[src/rtl/midi_preset_bank_ctrl.sv]
// midi_preset_bank_ctrl
// This controller holds a table of MIDI presets, organised as buttons x banks, in on-chip RAM.
// After reset the table is mirrored in from SPI flash, with a bounded number of retries per word.
// In save mode the controller learns presets from midi_in. When the table is dirty it writes
// the whole table back to flash. A button press fires the stored command towards midi_out.
module midi_preset_bank_ctrl #(
  parameter int          BUTTONS_CNT = 4,
  parameter int          BANKS       = 4,
  parameter logic [23:0] MEMADDR     = 24'h1ffd80,
  parameter int          RETRY_MAX   = 3,
  parameter int          BI_W        = $clog2(BUTTONS_CNT + 1),
  parameter int          BK_W        = (BANKS > 1) ? $clog2(BANKS) : 1
) (
  input  logic            clk,
  input  logic            rst,
  input  logic [BI_W-1:0] btn_index,
  input  logic            save_mode,
  input  logic            bank_up,
  input  logic            bank_down,
  input  logic [7:0]      status_in,
  input  logic [7:0]      data1_in,
  input  logic [7:0]      data2_in,
  input  logic [1:0]      bytes_cnt_in,
  output logic [23:0]     spi_adr_o,
  output logic [31:0]     spi_dat_o,
  output logic            spi_we_o,
  output logic            spi_stb_o,
  output logic            spi_tga_o,
  input  logic [31:0]     spi_dat_i,
  input  logic            spi_ack_i,
  input  logic            spi_rty_i,
  output logic [7:0]      status,
  output logic [7:0]      data1,
  output logic [7:0]      data2,
  output logic [7:0]      cmd_bits_cnt,
  output logic            cmd_trigger_out,
  output logic [BK_W-1:0] bank_sel,
  output logic            busy,
  output logic            fail
);

  localparam int ENTRIES = BANKS * BUTTONS_CNT;
  localparam int IDX_W   = (ENTRIES > 1) ? $clog2(ENTRIES) : 1;
  localparam int RC_W    = $clog2(RETRY_MAX + 1);
  localparam logic [IDX_W-1:0] LAST_IDX  = IDX_W'(ENTRIES - 1);
  localparam logic [BK_W-1:0]  LAST_BANK = BK_W'(BANKS - 1);

  typedef enum logic [2:0] {
    LOAD_REQ, LOAD_WAIT, IDLE, WB_REQ, WB_WAIT, ACK_REL, FAIL
  } state_t;

  // Preset table: one word per entry; an erased flash word marks the entry as empty.
  logic [31:0]      table_mem [ENTRIES];
  logic [ENTRIES-1:0] valid_reg;

  state_t           state_reg;
  logic [IDX_W-1:0] word_idx_reg;
  logic [RC_W-1:0]  retry_cnt_reg;
  logic             loading_reg;   // the current pass is the initial load (not a write-back)
  logic             dirty_reg;
  logic [BI_W-1:0]  btn_prev_reg;

  logic             btn_ok;
  logic [IDX_W-1:0] btn_entry;
  logic             learn_en;
  logic             ack_wr;
  logic             trig_fire;
  logic [7:0]       learn_bits;
  logic [31:0]      trig_word;
  logic [31:0]      wb_word;
  logic [23:0]      word_addr;
  logic             ram_we;
  logic [IDX_W-1:0] ram_waddr;
  logic [31:0]      ram_wdata;
  logic             ram_wvalid;

  assign btn_ok     = (btn_index != '0) && (32'(btn_index) <= 32'(BUTTONS_CNT));
  assign btn_entry  = IDX_W'(32'(bank_sel) * 32'(BUTTONS_CNT) + 32'(btn_index) - 32'd1);
  assign learn_en   = btn_ok && save_mode && !loading_reg;
  assign ack_wr     = (state_reg == LOAD_WAIT) && spi_ack_i;
  assign learn_bits = {6'd0, bytes_cnt_in} * 8'd10;
  assign trig_word  = table_mem[btn_entry];
  assign trig_fire  = btn_ok && (btn_prev_reg == '0) && !save_mode && valid_reg[btn_entry];
  assign wb_word    = valid_reg[word_idx_reg] ? table_mem[word_idx_reg] : 32'hFFFF_FFFF;
  assign word_addr  = MEMADDR + 24'({word_idx_reg, 2'b00});

  // Single table write port: flash load data has priority, learning is locked out while loading
  always_comb begin
    ram_we     = 1'b0;
    ram_waddr  = word_idx_reg;
    ram_wdata  = spi_dat_i;
    ram_wvalid = (spi_dat_i != 32'hFFFF_FFFF);
    if (ack_wr) begin
      ram_we = 1'b1;
    end else if (learn_en) begin
      ram_we     = 1'b1;
      ram_waddr  = btn_entry;
      ram_wdata  = {status_in, data1_in, data2_in, learn_bits};
      ram_wvalid = 1'b1;
    end
  end

  // Preset RAM storage (no reset; validity is tracked separately)
  always_ff @(posedge clk) begin
    if (ram_we) begin
      table_mem[ram_waddr] <= ram_wdata;
    end
  end

  // Per-entry valid flags, cleared by reset so a failed load leaves entries empty
  always_ff @(posedge clk or posedge rst) begin
    if (rst) begin
      valid_reg <= '0;
    end else if (ram_we) begin
      valid_reg[ram_waddr] <= ram_wvalid;
    end
  end

  // Flash transfer FSM: load, write-back, ack release handshake, bounded retry
  always_ff @(posedge clk or posedge rst) begin
    if (rst) begin
      state_reg     <= LOAD_REQ;
      word_idx_reg  <= '0;
      retry_cnt_reg <= '0;
      loading_reg   <= 1'b1;
      dirty_reg     <= 1'b0;
      spi_adr_o     <= '0;
      spi_dat_o     <= '0;
      spi_we_o      <= 1'b0;
      spi_stb_o     <= 1'b0;
      spi_tga_o     <= 1'b0;
      busy          <= 1'b0;
      fail          <= 1'b0;
    end else begin
      if (learn_en) begin
        dirty_reg <= 1'b1;
      end
      case (state_reg)
        LOAD_REQ: begin
          spi_stb_o <= 1'b1;
          spi_we_o  <= 1'b0;
          spi_tga_o <= 1'b0;
          spi_adr_o <= word_addr;
          busy      <= 1'b1;
          state_reg <= LOAD_WAIT;
        end
        LOAD_WAIT, WB_WAIT: begin
          if (spi_ack_i) begin
            spi_stb_o     <= 1'b0;
            spi_we_o      <= 1'b0;
            spi_tga_o     <= 1'b0;
            retry_cnt_reg <= '0;
            state_reg     <= ACK_REL;
          end else if (spi_rty_i) begin
            spi_stb_o     <= 1'b0;
            spi_we_o      <= 1'b0;
            spi_tga_o     <= 1'b0;
            retry_cnt_reg <= retry_cnt_reg + 1'b1;
            if ((32'(retry_cnt_reg) + 32'd1) < 32'(RETRY_MAX)) begin
              // one cycle with strobe low, then the same word again
              state_reg <= (state_reg == LOAD_WAIT) ? LOAD_REQ : WB_REQ;
            end else begin
              fail        <= 1'b1;
              busy        <= 1'b0;
              loading_reg <= 1'b0;
              state_reg   <= FAIL;
            end
          end
        end
        ACK_REL: begin
          // never start the next access while the slave still holds ack
          if (!spi_ack_i) begin
            if (word_idx_reg == LAST_IDX) begin
              word_idx_reg <= '0;
              loading_reg  <= 1'b0;
              busy         <= 1'b0;
              state_reg    <= IDLE;
            end else begin
              word_idx_reg <= word_idx_reg + 1'b1;
              state_reg    <= loading_reg ? LOAD_REQ : WB_REQ;
            end
          end
        end
        IDLE: begin
          if (dirty_reg && !save_mode) begin
            dirty_reg    <= 1'b0;
            word_idx_reg <= '0;
            busy         <= 1'b1;
            state_reg    <= WB_REQ;
          end
        end
        WB_REQ: begin
          // word 0 carries the erase-sector tag; the whole table sits in that sector
          spi_stb_o <= 1'b1;
          spi_we_o  <= 1'b1;
          spi_tga_o <= (word_idx_reg == '0);
          spi_adr_o <= word_addr;
          spi_dat_o <= wb_word;
          busy      <= 1'b1;
          state_reg <= WB_WAIT;
        end
        FAIL: begin
          spi_stb_o <= 1'b0;
          busy      <= 1'b0;
        end
        default: begin
          state_reg <= LOAD_REQ;
        end
      endcase
    end
  end

  // Button edge detection and one-cycle command pulse towards midi_out
  always_ff @(posedge clk or posedge rst) begin
    if (rst) begin
      btn_prev_reg    <= '0;
      status          <= '0;
      data1           <= '0;
      data2           <= '0;
      cmd_bits_cnt    <= '0;
      cmd_trigger_out <= 1'b0;
    end else begin
      btn_prev_reg    <= btn_index;
      cmd_trigger_out <= 1'b0;
      if (trig_fire) begin
        status          <= trig_word[31:24];
        data1           <= trig_word[23:16];
        data2           <= trig_word[15:8];
        cmd_bits_cnt    <= trig_word[7:0];
        cmd_trigger_out <= 1'b1;
      end
    end
  end

  // Bank selection with wrap-around; simultaneous up and down cancel
  always_ff @(posedge clk or posedge rst) begin
    if (rst) begin
      bank_sel <= '0;
    end else if (bank_up && !bank_down) begin
      bank_sel <= (bank_sel == LAST_BANK) ? '0 : bank_sel + 1'b1;
    end else if (bank_down && !bank_up) begin
      bank_sel <= (bank_sel == '0) ? LAST_BANK : bank_sel - 1'b1;
    end
  end

endmodule

[config.mk]
export PLATFORM = sky130hd
export DESIGN_NAME = midi_preset_bank_ctrl
export DESIGN_NICKNAME = d
export VERILOG_FILES = /design/src/rtl/midi_preset_bank_ctrl.sv
export SDC_FILE = /design/constraint.sdc
export NUM_CORES = 1
export LEC_CHECK = 0
export ABC_CLOCK_PERIOD_IN_PS = 4500
export CAP_MARGIN = 30
export CORE_ASPECT_RATIO = 1.2
export CORE_MARGIN = 10
export CORE_UTILIZATION = 56
export CTS_BUF_LIST = sky130_fd_sc_hd__clkbuf_8
export DETAILED_ROUTE_END_ITERATION = 8
export PLACE_DENSITY = 0.75
export SLEW_MARGIN = 25
export SYNTH_ARGS = -nofsm -noshare
export SYNTH_HDL_FRONTEND = slang
export SYNTH_SLANG_ARGS = --single-unit
[constraint.sdc]
create_clock -name clk -period 4.5 [get_ports clk]
set_input_delay 1.125 -clock clk [delete_from_list [all_inputs] [get_ports clk]]
set_output_delay 1.125 -clock clk [all_outputs]
set_load 0.02 [all_outputs]
# Yosys cells after proc, flatten, opt, wreduce, memory -nomap -nowiden
# Memory sizes are Yosys's and may differ from the RTL's. A register that Yosys moved wholly into a read port is not among the register bits.
# Index checks and enable logic that the tools add are counted.
# totals
reg_bits,94
ram_bits,512
word_cells,142
mem_count,1
# mem_list
memory,depth,word_bits,rd,rd_ports_with_merged_regs,wr,line,text
table_mem,16,32,2,1,1,53,logic [31:0] table_mem [ENTRIES];
# op_classes
add_sub_neg,8
multipliers,1
magnitude_cmp,6
eq_ne,16
muxes,54
bitwise_logic,3
n_reduce_logical,37
# op_table
operator,count
$mux 32,3
$ne 32x32->1 const B,1
$add 21x6->22 const A,1
$mux 1,21
$mux 4,5
$mux 2,9
$pmux 3 s6,1
$bwmux 16,1
$lt 4x5->1 const B,3
$mux 3,5
$ne 2x2->1 const B,6
$logic_and 1x1->1,11
$eq 3x3->1 const B,3
$pmux 1 s3,3
$reduce_bool 3->1,3
$bmux 1 s4,2
$pmux 4 s2,1
$reduce_and 4->1,2
$reduce_bool 2->1,4
$reduce_and 7->1,1
$eq 3x2->1 const B,2
$logic_not 3->1,2
$reduce_and 2->1,3
$reduce_and 6->1,1
24 further kinds,31

# Depth between registers and ports, before layout
# logic_depth
word_depth,11
mapped_depth,11

# Worst setup path before layout
# Ideal clock, no wire load.
# synth_timing
kind,input -> register
startpoint,in btn_index[0]
endpoint,reg valid_reg[1]
t_arrival_ps,5013
required_ps,4373
path_slack_ps,-640
cell_stages,10
path_buffers,5
path_cell_list,buf_6 clkbuf_1 inv_1 ha_1 buf_2 buf_6 clkbuf_1 nand3_1 o22ai_1 mux2_2
# synth_between
elab_chain_len,11
# synth_rtl
element,line,text
"start, declared",16,"input logic [BI_W-1:0] btn_index,"
branches (longest 11 deep; another with $lt 4x5->1),-,
"end signal, assigned by index",115,valid_reg[ram_waddr] <= ram_wvalid;
"end, declared",54,logic [ENTRIES-1:0] valid_reg;
# Several ways; the timed one is not identified.
# A chain may end at the register's enable or synchronous reset.

# Worst setup path after layout
# layout_timing
startpoint,in btn_index[2]
endpoint,"mem table_mem[12][10], enable pin"
# layout_between
elab_chain_len,8
# layout_rtl
element,line
branches (longest 8 deep; another with $add 4x3->4),-
"end, declared",53
# Several ways; the timed one is not identified.

==> run_results.csv <==
group,metric,value,unit
run_status,status,"complete, no violations",
layout,n_fill_cell,3219,
timing,hold_viol,0,
global_route,grt_max_degree,84,
logic_synthesis,avgSynthCellArea,20.85,um^2
logic_synthesis,synth_fa_ha_area_share,0.5058,%
logic_synthesis,synth-seq-cells,619,
logic_synthesis,synthesis.area,28700,um^2
power,p_leak,11.11,nW
clock_network,cts.sinks,619,
worst_setup_path,ff2ff_setup_slack,1170,ps
clock_network,path_clk_slew,60,ps
logic_synthesis,yosysWarnings,0,
place,io_buffers,156,
worst_setup_path,cp_max_fo,22,
timing,fin_skew,40.95,ps
place,gp_congestion,0.8555,
route,wl,75070,um
clock_network,clockRootBuffer,"clkbuf_8",
worst_setup_path,cpPeakStageDelay,550,ps
layout,final_util,66.48,%
logic_synthesis,synth_edf_count,512,
global_route,grt_use_met2,40.63,%
route,drcViolationCount,0,
logic_synthesis,synth_top_family_by_area,"multiplexers",
clock_network,cts.path.max_buffers,3,
global_route,grt_pass1_vias,16650,
worst_setup_path,worst_ep_required_time,4870,ps
die,dieArea,60730,um^2
hold_path,min_path_type,"flip-flop to flip-flop",
clock_network,cts_resized,0,
hold_path,hold-path-cell-count,1,
route,vias_per_cell,6.856,
layout,syn2layout_area_growth,16.88,%
timing,final-max-slew-violation-count,0,
route,post_drt_wl_per_cell,32.30,um
layout,drive_gt1_share,38.06,%
worst_setup_path,arrival,3990,ps
timing,tightest_slew,921.4,ps
logic_synthesis,synth_compound_area_share,2.455,%
logic_synthesis,synth_mux_area_share,29.39,%
worst_setup_path,critical_path_class,"input pin to flip-flop",
timing,period_needed,3622,ps
logic_synthesis,synth_flop_cell,"edfxtp_1",
layout,largest_reg_flops,512,
timing,relSlewSlack,38.28,%
global_route,antenna_found_initial,1,
global_route,globalRoute.busiestLayer,"met2",
power,ir_worst_vdd,0.2910,mV
clock_network,cts_hold_buf,0,
logic_synthesis,synth_cell_types,59,
clock_network,clk_latency,680,ps
clock_network,cts_setup_buffers,0,
worst_setup_path,reg2reg_depth,5,
clock_network,cts_made_buffers,94,
die,initial_utilization,56.88,%
global_route,grt.met3_usage,5.934,%
place,hpwl,48180,um
route,dr.pass1.iters,5,
global_route,grt_pass1_wl,111800,um
timing,fmax,276.1,MHz
die,die-height,268.0,um
clock_network,htree_levels,3,
hold_path,hold_start,"fail",
die,rows,90,
logic_synthesis,async_flop_share,17.29,%
global_route,track_usage,25.31,%
worst_setup_path,crit_chain,"clkdlybuf4s50_1 > inv_1 > ha_1 > inv_1 > fa_2 > xnor3_2 > nand2b_1 > o22ai_4 > buf_12",
worst_setup_path,crit_slowest_cell,"clkdlybuf4s50_1",
timing,finalSetupViolations,0,
logic_synthesis,yosysTopAreaCellShare,53.58,%
die,fp.dieW,226.6,um
logic_synthesis,yosysMostFrequentCell,"edfxtp_1",
worst_setup_path,crit_path_end_kind,"flip-flop",
hold_path,hold_end,"fail",
die,core-area,50450,um^2
logic_synthesis,synthSimpleGateAreaFrac,1.792,%
layout,final_cell_area,33540,um^2
global_route,grt.met1_usage,33.41,%
clock_network,cts_tree,"built",
layout,fin_nets,1677,
job,maxCapViolCount,0,
place,placed_cell_area,31520,um^2
route,drt_iter0_drc,1563,
route,vias,15930,
logic_synthesis,synth_area_leader_cell,"edfxtp_1",
route,antenna_left,0,
worst_setup_path,worst_r2r_endpoint,"spi_dat_o[19]",
logic_synthesis,syn_inst,1376,
logic_synthesis,synthTopCellsByCount,"edfxtp_1 (512), mux4_2 (308), dfrtp_1 (106)",
worst_setup_path,r2r_start,"word_idx_reg[1]",
die,io-pin-count,164,
timing,finalCritPeriodShare,80.49,%
worst_setup_path,start_kind,"input pin",
power,power_density,445.2,nW/um^2
logic_synthesis,synthXorXnorAreaFrac,0.1962,%
worst_setup_path,crit_path_frequent_cell,"inv_1",
logic_synthesis,synth_area_leaders,"edfxtp_1 (54%), mux4_2 (24%), dfrtp_1 (9.2%), mux2_2 (2.3%), mux4_1 (1.7%)",
timing,rsz0062_at_grt,"false",
logic_synthesis,synth.yosys.seq_area_share,62.92,%
global_route,grt_overflow,0,
-- final cells by class --
type,instances,area [um^2],area share [%]
Tap cell,644,805.8,2.403
Clock buffer,110,1514,4.514
Timing Repair Buffer,239,2426,7.234
Antenna cell,1,2.502,0.007461
Clock inverter,67,500.5,1.492
Multi-Input combinational cell,625,10150,30.27
Inverter,19,73.82,0.2201
Sequential cell,619,18060,53.86
-- cell usage in the layout, fill, tap and decap left out, types with 7 or more instances in the layout --
cell,count
mux2_2,58
a21oi_1,9
nand3_1,7
o22ai_4,13
nand2b_1,7
mux2_1,8
clkdlybuf4s50_1,155
conb_1,7
mux4_2,308
buf_4,64
nand4_1,8
nand2_1,25
inv_1,51
dfrtp_1,102
mux2_4,13
clkbuf_8,111
nor2_1,15
bufinv_16,8
ha_1,9
edfxtp_1,512
clkinv_2,16
mux4_1,19
o21ai_0,23
o22a_1,32
buf_12,19
-- cells by family (layout without fill, tap and decap cells) --
logic type / Yosys count / after routing
AO/OA/AOI/OAI: 96 / 96
buffers and inverters: 138 / 435
AND/OR/NAND/NOR: 95 / 95
other: 1 / 8
multiplexers: 412 / 412
flip-flops: 619 / 619
XOR/XNOR: 4 / 4
adder cells (fa/ha/maj): 11 / 11
-- layer usage --
layer | vias up | routed length (um)
met5 | - | 63
met4 | 2 | 2440
met3 | 155 | 6742
met2 | 895 | 37840
met1 | 8505 | 27990
li1 | 6376 | -
-- worst max-delay path by stage --
stage	slack [ps]	cells past startpoint	endpoint	startpoint
after CTS	910	9	table_mem[12][9]	btn_index[2]
after global routing	790	9	table_mem[12][9]	btn_index[2]
after floorplan	-590	10	valid_reg[4]	btn_index[0]
after detailed placement	190	9	table_mem[12][0]	btn_index[2]
after global placement	220	9	table_mem[12][0]	btn_index[2]
final	880	9	table_mem[12][10]	btn_index[2]
-- power breakdown --
group | total [mW] | leakage (nW) | switching (mW) | internal [mW]
clock | 4.88 | 1.16 | 2.18 | 2.70
combinational | 3.04 | 3.96 | 1.52 | 1.52
sequential | 7.02 | 5.99 | 0.292 | 6.72
total | 14.9 | 11.1 | 3.99 | 10.9
-- per-stage QoR --
step / worst slack (ps) / hold slack, ps / power (mW) / instances / TNS (ps)
after floorplan: -591.1 / 458.3 / 8.973 / 1382 / -110920
final: 877.9 / 475.8 / 14.93 / 2324 / 0
after global routing: 786.0 / 495.4 / 15.48 / 2324 / 0
after global placement: 217.1 / 463.5 / 10.08 / 2146 / 0
after detailed placement: 191.2 / 460.9 / 10.18 / 2146 / 0
after CTS: 911.6 / 478.8 / 15.02 / 2323 / 0
-- worst max-delay path: cells and delay by family --
kind / cells / cell delay, ps
and+or+nand+nor: 1 / 380
AOI/OAI and AO/OA: 1 / 400
adders and majority gates: 2 / 610
xor gates and xnor gates: 1 / 520
buffers and inverters: 4 / 930
Power figures use the tool's default switching activity.
